File: src/rtl/noc_2d_constants.sv
// Shared constants for the 2D mesh NoC; SIZE is the default packet width in bits.
`ifndef NOC_2D_CONSTANTS_SV
`define NOC_2D_CONSTANTS_SV
`define SIZE 8
`endif

File: src/rtl/noc_endpoint_pkg.sv
// Common helpers for the NoC endpoint (serializer and deserializer).
package noc_endpoint_pkg;

  // Counter wide enough to hold 0..w without wrapping.
  function automatic int bit_cnt_width(input int w);
    return $clog2(w + 1);
  endfunction

endpackage

File: src/rtl/noc_endpoint_if.sv
// Host handshake and serial link bundle of one NoC endpoint.
`ifndef SIZE
`include "noc_2d_constants.sv"
`endif
interface noc_endpoint_if #(
  parameter int W = `SIZE
);
  logic [W-1:0] inj_data;
  logic         inj_valid;
  logic         inj_ready;
  logic         link_tx_data;
  logic         link_tx_busy;
  logic         link_rx_data;
  logic         link_rx_busy;
  logic [W-1:0] ej_data;
  logic         ej_valid;
  logic         ej_ready;

  modport slave (
    input  inj_data, inj_valid, link_tx_busy, link_rx_data, ej_ready,
    output inj_ready, link_tx_data, link_rx_busy, ej_data, ej_valid
  );

  modport master (
    output inj_data, inj_valid, link_tx_busy, link_rx_data, ej_ready,
    input  inj_ready, link_tx_data, link_rx_busy, ej_data, ej_valid
  );
endinterface

File: src/rtl/noc_endpoint_ser.sv
// Injection serializer: start bit then W data bits LSB first on a registered line.
// Optional NOC_ENDPOINT_STATS_EN adds a saturating completed-frame counter.
module noc_endpoint_ser
  import noc_endpoint_pkg::*;
#(
  parameter int W = 8
) (
  input  logic         clk,
  input  logic         reset,
  input  logic [W-1:0] i_data,
  input  logic         i_valid,
  output logic         o_ready,
  output logic         o_tx,
  input  logic         i_busy
`ifdef NOC_ENDPOINT_STATS_EN
  ,
  output logic [15:0]  o_tx_count
`endif
);
  localparam int CW = bit_cnt_width(W);
  localparam logic [1:0] T_IDLE_ENC  = 2'd0;
  localparam logic [1:0] T_WAIT_ENC  = 2'd1;
  localparam logic [1:0] T_SHIFT_ENC = 2'd2;

  typedef enum logic [1:0] {
    T_IDLE  = T_IDLE_ENC,
    T_WAIT  = T_WAIT_ENC,
    T_SHIFT = T_SHIFT_ENC
  } tx_state_t;

  tx_state_t     r_state;
  logic [W:0]    r_sh;
  logic [CW-1:0] r_cnt;
  logic          r_ready;
  logic          r_tx;

  // The start bit rides in r_sh[0], so count 0 drives it and count W drives the MSB.
  always_ff @(posedge clk) begin
    if (!reset) begin
      r_state <= T_IDLE;
      r_sh    <= '0;
      r_cnt   <= '0;
      r_ready <= 1'b0;
      r_tx    <= 1'b0;
    end else begin
      case (r_state)
        T_IDLE: begin
          r_tx <= 1'b0;
          if (r_ready && i_valid) begin
            r_sh    <= {i_data, 1'b1};
            r_ready <= 1'b0;
            r_state <= T_WAIT;
          end else begin
            r_ready <= 1'b1;
          end
        end
        T_WAIT: begin
          if (!i_busy) begin
            r_cnt   <= '0;
            r_state <= T_SHIFT;
          end
        end
        T_SHIFT: begin
          r_tx <= r_sh[0];
          r_sh <= {1'b0, r_sh[W:1]};
          if (r_cnt == CW'(W)) begin
            r_cnt   <= '0;
            r_state <= T_IDLE;
          end else begin
            r_cnt <= r_cnt + 1'b1;
          end
        end
        default: begin
          r_state <= T_IDLE;
          r_ready <= 1'b0;
          r_tx    <= 1'b0;
        end
      endcase
    end
  end

  assign o_ready = r_ready;
  assign o_tx    = r_tx;

`ifdef NOC_ENDPOINT_STATS_EN
  logic [15:0] r_tx_count;

  // Saturating count of frames whose last data bit has been driven.
  always_ff @(posedge clk) begin
    if (!reset) begin
      r_tx_count <= 16'h0000;
    end else if (r_state == T_SHIFT && r_cnt == CW'(W) && r_tx_count != 16'hFFFF) begin
      r_tx_count <= r_tx_count + 16'h0001;
    end
  end

  assign o_tx_count = r_tx_count;
`endif
endmodule

File: src/rtl/noc_endpoint.sv
// NoC endpoint: serial link to the router local port, host inject/eject handshakes.
// Optional NOC_ENDPOINT_STATS_EN adds tx_count/rx_count outputs.
`ifndef SIZE
`include "noc_2d_constants.sv"
`endif
module noc_endpoint
  import noc_endpoint_pkg::*;
#(
  parameter int nodeid = -1,
  parameter int W      = `SIZE
) (
  input  logic           clk,
  input  logic           reset,
  noc_endpoint_if.slave  bus
`ifdef NOC_ENDPOINT_STATS_EN
  ,
  output logic [15:0]    tx_count,
  output logic [15:0]    rx_count
`endif
);
  localparam int CW = bit_cnt_width(W);
  localparam logic [1:0] R_IDLE_ENC  = 2'd0;
  localparam logic [1:0] R_SHIFT_ENC = 2'd1;
  localparam logic [1:0] R_HOLD_ENC  = 2'd2;

  typedef enum logic [1:0] {
    R_IDLE  = R_IDLE_ENC,
    R_SHIFT = R_SHIFT_ENC,
    R_HOLD  = R_HOLD_ENC
  } rx_state_t;

  rx_state_t     r_rx_state;
  logic [W-1:0]  r_rx_sh;
  logic [CW-1:0] r_rx_cnt;
  logic [W-1:0]  r_ej_data;
  logic          r_ej_valid;
  logic          r_rx_busy;

  noc_endpoint_ser #(
    .W (W)
  ) u_ser (
    .clk        (clk),
    .reset      (reset),
    .i_data     (bus.inj_data),
    .i_valid    (bus.inj_valid),
    .o_ready    (bus.inj_ready),
    .o_tx       (bus.link_tx_data),
    .i_busy     (bus.link_tx_busy)
`ifdef NOC_ENDPOINT_STATS_EN
    ,
    .o_tx_count (tx_count)
`endif
  );

  // Deserializer: ej_data is loaded once on the last bit so it stays stable through R_HOLD.
  always_ff @(posedge clk) begin
    if (!reset) begin
      r_rx_state <= R_IDLE;
      r_rx_sh    <= '0;
      r_rx_cnt   <= '0;
      r_ej_data  <= '0;
      r_ej_valid <= 1'b0;
      r_rx_busy  <= 1'b0;
    end else begin
      case (r_rx_state)
        R_IDLE: begin
          if (bus.link_rx_data) begin
            r_rx_cnt   <= '0;
            r_rx_busy  <= 1'b1;
            r_rx_state <= R_SHIFT;
          end
        end
        R_SHIFT: begin
          r_rx_sh <= {bus.link_rx_data, r_rx_sh[W-1:1]};
          if (r_rx_cnt == CW'(W - 1)) begin
            r_ej_data  <= {bus.link_rx_data, r_rx_sh[W-1:1]};
            r_ej_valid <= 1'b1;
            r_rx_cnt   <= '0;
            r_rx_state <= R_HOLD;
          end else begin
            r_rx_cnt <= r_rx_cnt + 1'b1;
          end
        end
        R_HOLD: begin
          if (bus.ej_ready) begin
            r_ej_valid <= 1'b0;
            r_rx_busy  <= 1'b0;
            r_rx_state <= R_IDLE;
          end
        end
        default: begin
          r_rx_state <= R_IDLE;
          r_ej_valid <= 1'b0;
          r_rx_busy  <= 1'b0;
        end
      endcase
    end
  end

`ifndef SYNTHESIS
  // A sender that ignores link_rx_busy loses its frame; make that visible in simulation.
  always_ff @(posedge clk) begin
    if (reset && r_rx_state == R_HOLD && bus.link_rx_data) begin
      $display("ERROR: noc_endpoint %0d: start bit during R_HOLD ignored", nodeid);
    end
  end
`endif

  assign bus.ej_data      = r_ej_data;
  assign bus.ej_valid     = r_ej_valid;
  assign bus.link_rx_busy = r_rx_busy;

`ifdef NOC_ENDPOINT_STATS_EN
  logic [15:0] r_rx_count;

  // Saturating count of completed ejection handshakes.
  always_ff @(posedge clk) begin
    if (!reset) begin
      r_rx_count <= 16'h0000;
    end else if (r_rx_state == R_HOLD && bus.ej_ready && r_rx_count != 16'hFFFF) begin
      r_rx_count <= r_rx_count + 16'h0001;
    end
  end

  assign rx_count = r_rx_count;
`endif
endmodule

File: src/flat_wrapper.sv
// flat-port wrapper written by rule: the top's interface ports become plain ports
module noc_endpoint_flat import noc_endpoint_pkg::*;
#(
  parameter int nodeid = -1,
  parameter int W      = `SIZE
)
  (clk, reset, bus_inj_data, bus_inj_valid, bus_link_tx_busy, bus_link_rx_data, bus_ej_ready, bus_inj_ready, bus_link_tx_data, bus_link_rx_busy, bus_ej_data, bus_ej_valid);
  noc_endpoint_if #(.W(W)) bus_i ();
  input  logic clk;
  input  logic reset;
  input wire logic [$bits(bus_i.inj_data)-1:0] bus_inj_data;
  input wire logic [$bits(bus_i.inj_valid)-1:0] bus_inj_valid;
  input wire logic [$bits(bus_i.link_tx_busy)-1:0] bus_link_tx_busy;
  input wire logic [$bits(bus_i.link_rx_data)-1:0] bus_link_rx_data;
  input wire logic [$bits(bus_i.ej_ready)-1:0] bus_ej_ready;
  output wire logic [$bits(bus_i.inj_ready)-1:0] bus_inj_ready;
  output wire logic [$bits(bus_i.link_tx_data)-1:0] bus_link_tx_data;
  output wire logic [$bits(bus_i.link_rx_busy)-1:0] bus_link_rx_busy;
  output wire logic [$bits(bus_i.ej_data)-1:0] bus_ej_data;
  output wire logic [$bits(bus_i.ej_valid)-1:0] bus_ej_valid;
  assign bus_i.inj_data = bus_inj_data;
  assign bus_i.inj_valid = bus_inj_valid;
  assign bus_i.link_tx_busy = bus_link_tx_busy;
  assign bus_i.link_rx_data = bus_link_rx_data;
  assign bus_i.ej_ready = bus_ej_ready;
  assign bus_inj_ready = bus_i.inj_ready;
  assign bus_link_tx_data = bus_i.link_tx_data;
  assign bus_link_rx_busy = bus_i.link_rx_busy;
  assign bus_ej_data = bus_i.ej_data;
  assign bus_ej_valid = bus_i.ej_valid;
  noc_endpoint #(.nodeid(nodeid), .W(W)) u_core (.clk(clk), .reset(reset), .bus(bus_i));
endmodule
File: config.mk
export PLATFORM = sky130hd
export DESIGN_NAME = noc_endpoint_flat
export DESIGN_NICKNAME = d
export VERILOG_FILES = /design/src/rtl/noc_endpoint_pkg.sv /design/src/rtl/noc_endpoint_if.sv /design/src/rtl/noc_endpoint_ser.sv /design/src/rtl/noc_endpoint.sv /design/src/flat_wrapper.sv
export VERILOG_INCLUDE_DIRS = /design/src /design/src/rtl
export SDC_FILE = /design/constraint.sdc
export NUM_CORES = 1
export LEC_CHECK = 0
export ABC_AREA = 0
export CAP_MARGIN = 20
export CORE_ASPECT_RATIO = 1.4
export CORE_MARGIN = 2
export CORE_UTILIZATION = 31
export DETAILED_ROUTE_END_ITERATION = 12
export PLACE_DENSITY = 0.5
export SYNTH_ARGS = -nofsm -noshare
export SYNTH_HDL_FRONTEND = slang
export SYNTH_SLANG_ARGS = --single-unit
File: constraint.sdc
create_clock -name clk -period 2.43 [get_ports clk]
set_clock_uncertainty 0.05 [all_clocks]
set_input_delay 0.486 -clock clk [delete_from_list [all_inputs] [get_ports clk]]
set_output_delay 0.486 -clock clk [all_outputs]
set_load 0.01 [all_outputs]
Yosys cells after proc, flatten, opt, wreduce, memory -nomap -nowiden
Index checks and enable logic that the tools add are counted.

operators by class
  $add $sub $neg = 2
  equal/unequal tests = 12
  mux-type cells = 24
  bitwise gates (word level) = 2
  reduce and logical (&&, ||, !) cells = 15

operator list
  operator                                                                  number
  9-bit one-hot mux with 2 select lines                                     1
  4-bit 2-to-1 mux                                                          4
  4-bit one-hot mux with 2 select lines                                     2
  2-bit 2-to-1 mux                                                          6
  2-bit one-hot mux with 3 select lines                                     2
  3-bit AND reduction                                                       4
  2-bit inequality test (second input constant)                             5
  9-bit 2-to-1 mux                                                          1
  4-bit by 1-bit adder with 4-bit output (second input constant)            2
  2-bit AND reduction                                                       4
  1-bit one-hot mux with 3 select lines                                     2
  2-bit nonzero test                                                        3
  2-bit by 1-bit == test with 1-bit output (second input constant)          2
  2-bit == test (second input constant)                                     2
  4-bit by 3-bit == test with 1-bit output (second input constant)          1
  4-bit == test (second input constant)                                     1
  2-bit zero test                                                           2
  1-bit 2-to-1 mux                                                          4
  1-bit one-hot mux with 2 select lines                                     2
  2-bit by 1-bit inequality test with 1-bit output (second input constant)  1
  1-bit inverter                                                            2
  2-bit OR reduction                                                        1
  1-bit logical AND                                                         1

storage, ports and cells
  flip-flop bits (word level) = 41
  output and inout port bits = 12

Logic depth before layout (Yosys ltp)
  depth after elaboration = 3
  gate-level depth with buffers = 8
  mapped depth without buffers = 5

Cells and area by module
From an unflattened synthesis, not the netlist that was laid out.

unflattened totals
  cell total of the unflattened synthesis = 204
  area total of the unflattened synthesis = 1804.2 um^2

by module, submodules not included
  module            instances  cells an instance  area each (um^2)  seq. area each (um^2)
  noc_endpoint_ser  1          96                 912.1             340.3
  noc_endpoint      1          108                892.1             460.4

Worst setup path before layout
No wires, ideal clock.

  kind = register to register
  start point = register u_core.u_ser.r_state[0]
  end point = register u_core.u_ser.r_sh[0]
  arrival time = 1.533 ns
  slack = 0.728 ns
  cell stages (with the launch flop) = 8
  path buffers = 2
  clock period less this slack = 1.702 ns
  cells stage by stage = dfxtp_1 inv_1 ha_1 and3_1 buf_4 or2_1 buf_6 o221a_1

between the ends
  longest elaborated chain between the ends = 3
  elaborated cells between the ends (all ways) = 6
  classes of those cells = eq/ne (2); mux (1); reduce/logical (3)

RTL lines
  element                                                                              line                    source
  start, declared                                                                      noc_endpoint_ser.sv:31  tx_state_t r_state;
  start signal, assigned                                                               noc_endpoint_ser.sv:40  r_state <= T_IDLE;
  start signal, assigned                                                               noc_endpoint_ser.sv:52  r_state <= T_WAIT;
  start signal, assigned                                                               noc_endpoint_ser.sv:60  r_state <= T_SHIFT;
  2-bit == test / 2-bit zero test (equally long branches)                              noc_endpoint_ser.sv:46  case (r_state)
  2-bit nonzero test (no source line) / 2-bit inequality test (equally long branches)  -
  2-bit AND reduction (no source line)                                                 -
  end signal, assigned                                                                 noc_endpoint_ser.sv:50  r_sh <= {i_data, 1'b1};
  end signal, assigned                                                                 noc_endpoint_ser.sv:65  r_sh <= {1'b0, r_sh[W:1]};
  end, declared                                                                        noc_endpoint_ser.sv:32  logic [W:0] r_sh;

Parallel ways exist; a longest one is shown, timed or not.
A chain may end at the register's enable or synchronous reset.

Final worst setup path
Ends and elaborated chain as after synthesis.

==> flow_summary.json <==
{
  "p_leak_nw": 0.729,
  "rows": 32,
  "cts_tree": "built",
  "seq_area_um2": 801,
  "grt_pass1_vias": 1495,
  "hold_class": "reg2reg",
  "fmax_mhz": 546,
  "power_frac_seq_pct": 47.0,
  "syn_inst": 203,
  "clockBufferDepth": 2,
  "hold-path-cell-count": 2,
  "first_iter_violations": 60,
  "multi_input_area_um2": 901,
  "cap_violations": 0,
  "grt_pass1_wl_um": 6840,
  "initial_core_util_pct": 32.4,
  "postCtsSetupBuffers": 0,
  "intPower_mw": 1.14,
  "setup_viol": 0,
  "path_cells": "inv_1 -> ha_1 -> and3_1 -> or2_1 -> o221a_1",
  "pwr_density_cell_nw_per_um2": 740,
  "period_share_pct": 75.4,
  "required_ns": 2.57,
  "grt_overflow": 0,
  "wl_um": 3930,
  "min_delay_worst_endpoint": "u_core.bus.ej_data[0]",
  "r2r_cells": 5,
  "hold_start": "u_core.r_rx_sh[1]",
  "status": "finished clean",
  "grtUsageTotal_pct": 13.8,
  "final_hold_viol_count": 0,
  "nets": 248,
  "synthTopCellsByArea": "dfxtp_1 44%, a21oi_1 6.7%, mux2i_1 5.6%",
  "viasPerCell": 5.14,
  "synth_area_per_cell_um2": 8.88,
  "n_antenna_cell": 0,
  "critPathTopFamily": "simple AND/OR/NAND/NOR gates",
  "die_h_um": 94.2,
  "r2r_end": "u_core.u_ser.r_sh[0]",
  "drv_slew": 0,
  "die_w_um": 68.5,
  "p_comb_share_pct": 24.9,
  "timing.rr.start": "u_core.u_ser.r_state[0]",
  "wl_per_cell_um": 13.3,
  "place_congestion": 0.635,
  "ios": 26,
  "holdWs_ns": 0.417,
  "peakVddDrop_mv": 0.253,
  "worstSetupPathType": "reg2reg",
  "cp_data_arrival_time_ns": 1.97,
  "worst_slew_pin_slew_ns": 0.486,
  "ys_seq_elements": 40,
  "clock-sinks": 40,
  "synth_warnings": 0,
  "yosysSeqAreaShare_pct": 44.4,
  "synth_cell_types": 39,
  "ant_nets": 0,
  "syn_area_um2": 1800,
  "dieArea_um2": 6450,
  "critPathMaxFanout": 10,
  "io_buffers": 25,
  "root_buffer": "clkbuf_8",
  "first_pass_iters": 4,
  "htreeDepth": 2,
  "insertion_delay_ns": 0.29,
  "sw_frac_of_total_pct": 29.5,
  "drc_errors": 0,
  "cts_resized": 0,
  "cp_num_buf_inv": 1,
  "rrSetupSlack_ns": 0.60,
  "p_switching_mw": 0.478,
  "mappedNetlistNets": 224,
  "dp_hpwl_um": 2640,
  "drive_gt1_share_pct": 7.02,
  "crit_cells": 5,
  "vias": 1520,
  "synth_top_area_cell": "dfxtp_1",
  "fin_tns_setup_ns": 0,
  "grt_max_degree": 32,
  "slowest_stage": "or2_1",
  "slew_headroom_pct": 67.6,
  "pwr-share-clk_pct": 28.2,
  "grt_setup_unrepaired": "false",
  "antenna_found_initial": 0,
  "postCtsHoldBufs": 0,
  "numCtsBuffers": 5,
  "core-area_um2": 5570,
  "cpPeakStageDelay_ns": 0.41,
  "syn_to_final_growth_pct": 21.3,
  "path_clk_slew_ns": 0.07,
  "nFillCells": 613,
  "netlist.area_leader.share_pct": 44.4,
  "critPathLaunchType": "register",
  "min_period_ns": 1.83,
  "endpoint_kind": "register"
}
==> worst min-delay path, stage by stage (launching register included) <==
cell     delay (ns)
dfxtp_1        0.31
nand3_1        0.06
a21oi_1        0.05
==> flip-flops by register name, indices dropped and copies added, names as in the netlist <==
signal,cells
u_core.u_ser.o_tx,1
u_core.u_ser.r_sh,9
u_core.bus.link_rx_busy,1
u_core.r_rx_cnt,4
u_core.u_ser.r_state,2
u_core.bus.ej_data,8
u_core.u_ser.o_ready,1
u_core.r_rx_state,2
u_core.u_ser.r_cnt,4
u_core.r_rx_sh,7
u_core.bus.ej_valid,1
==> cells in the final DEF, fill, tap and decap left out, types with 2 or more instances in the layout <==
cell type	Yosys	routed
nand4b_1	2	2
nand2b_1	2	2
a21oi_1	24	24
or3_1	2	2
nor2b_1	2	2
a211oi_2	3	3
inv_1	5	5
a31oi_1	2	2
nor3b_1	2	2
a211oi_1	4	4
clkbuf_8	0	6
nand3_1	13	13
o21ai_0	10	10
mux2i_1	10	10
nand3b_1	4	4
clkdlybuf4s50_1	0	25
ha_1	7	7
nand2_1	26	26
nor2_1	7	7
clkbuf_1	4	2
nor3_1	7	7
a22oi_1	2	2
a21boi_0	2	2
buf_4	1	5
and3_1	2	2
dfxtp_1	40	40
==> layer usage <==
layer  vias to the layer above  track usage [%]  routed length, um
met3                         6             3.60                190
met4                         0             4.00                 50
met2                        32             23.2               1870
met1                       720             16.8               1820
met5                         -                0                  0
li1                        762                -                  -
==> cell type report <==
cell class | count | share of cell area (%)
clock buffer | 8 | 4.12
timing repair buffer | 30 | 13.2
sequential | 40 | 36.6
tap | 68 | 3.89
inverter | 6 | 1.03
multi-input combinational | 144 | 41.2
==> cell families after synthesis <==
logic type	share of synthesized area, %
simple gates	21.2
compound gates	18.4
flops	44.4
buf+inv	5.62
mux	5.55
fa+ha+maj	4.86
==> cells in the mapped netlist (all sizes together) <==
cell type  number
and3            2
and3b           1
clkbuf          4
a21boi          2
o221a           1
o21ai          10
clkinv          1
a221oi          1
buf             9
or3b            1
a21oi          24
nand4b          2
a21bo           1
or3             2
or4             1
a31oi           2
a211oi          7
ha              7
or2             1
nand3          13
nand3b          4
nand2          26
nor2b           3
o22ai           1
dfxtp          40
nor3b           2
o21bai          1
o31ai           1
nor2            7
inv             5
nor3            7
mux2i          10
a22oi           2
nand2b          2
==> power by group through the flow <==
stage | logic, mW | registers [mW] | clock network, mW
floorplan | 0.319 | 0.770 | 0
global placement | 0.406 | 0.777 | 0
detailed placement | 0.407 | 0.777 | 0
CTS | 0.410 | 0.761 | 0.479
global route | 0.460 | 0.769 | 0.503
finish | 0.403 | 0.760 | 0.456
==> per-stage QoR <==
stage / total power, mW / utilization (%) / cells / setup WS (ns) / area (um2)
floorplan: 1.09 / - / 203 / 0.728 / 1800
global placement: 1.18 / 37.7 / 288 / 0.385 / 2100
detailed placement: 1.18 / 37.7 / 288 / 0.377 / 2100
CTS: 1.65 / 39.3 / 296 / 0.585 / 2190
global route: 1.73 / 39.3 / 296 / 0.448 / 2190
finish: 1.62 / 39.3 / 296 / 0.599 / 2190
==> worst max path at each step <==
| stage | from | to | slack [ns] |
|---|---|---|---|
| final | u_core.u_ser.r_state[0] | u_core.u_ser.r_sh[0] | 0.60 |
| after global routing | u_core.u_ser.r_state[1] | u_core.u_ser.r_sh[0] | 0.45 |
| after CTS | u_core.u_ser.r_state[0] | u_core.u_ser.r_sh[0] | 0.58 |
| after detailed placement | bus_inj_valid | u_core.u_ser.r_sh[0] | 0.38 |
| after global placement | bus_inj_valid | u_core.u_ser.r_sh[0] | 0.39 |
| after floorplan | u_core.u_ser.r_state[0] | u_core.u_ser.r_sh[0] | 0.73 |
No activity file was read; power rests on OpenSTA's default activity.
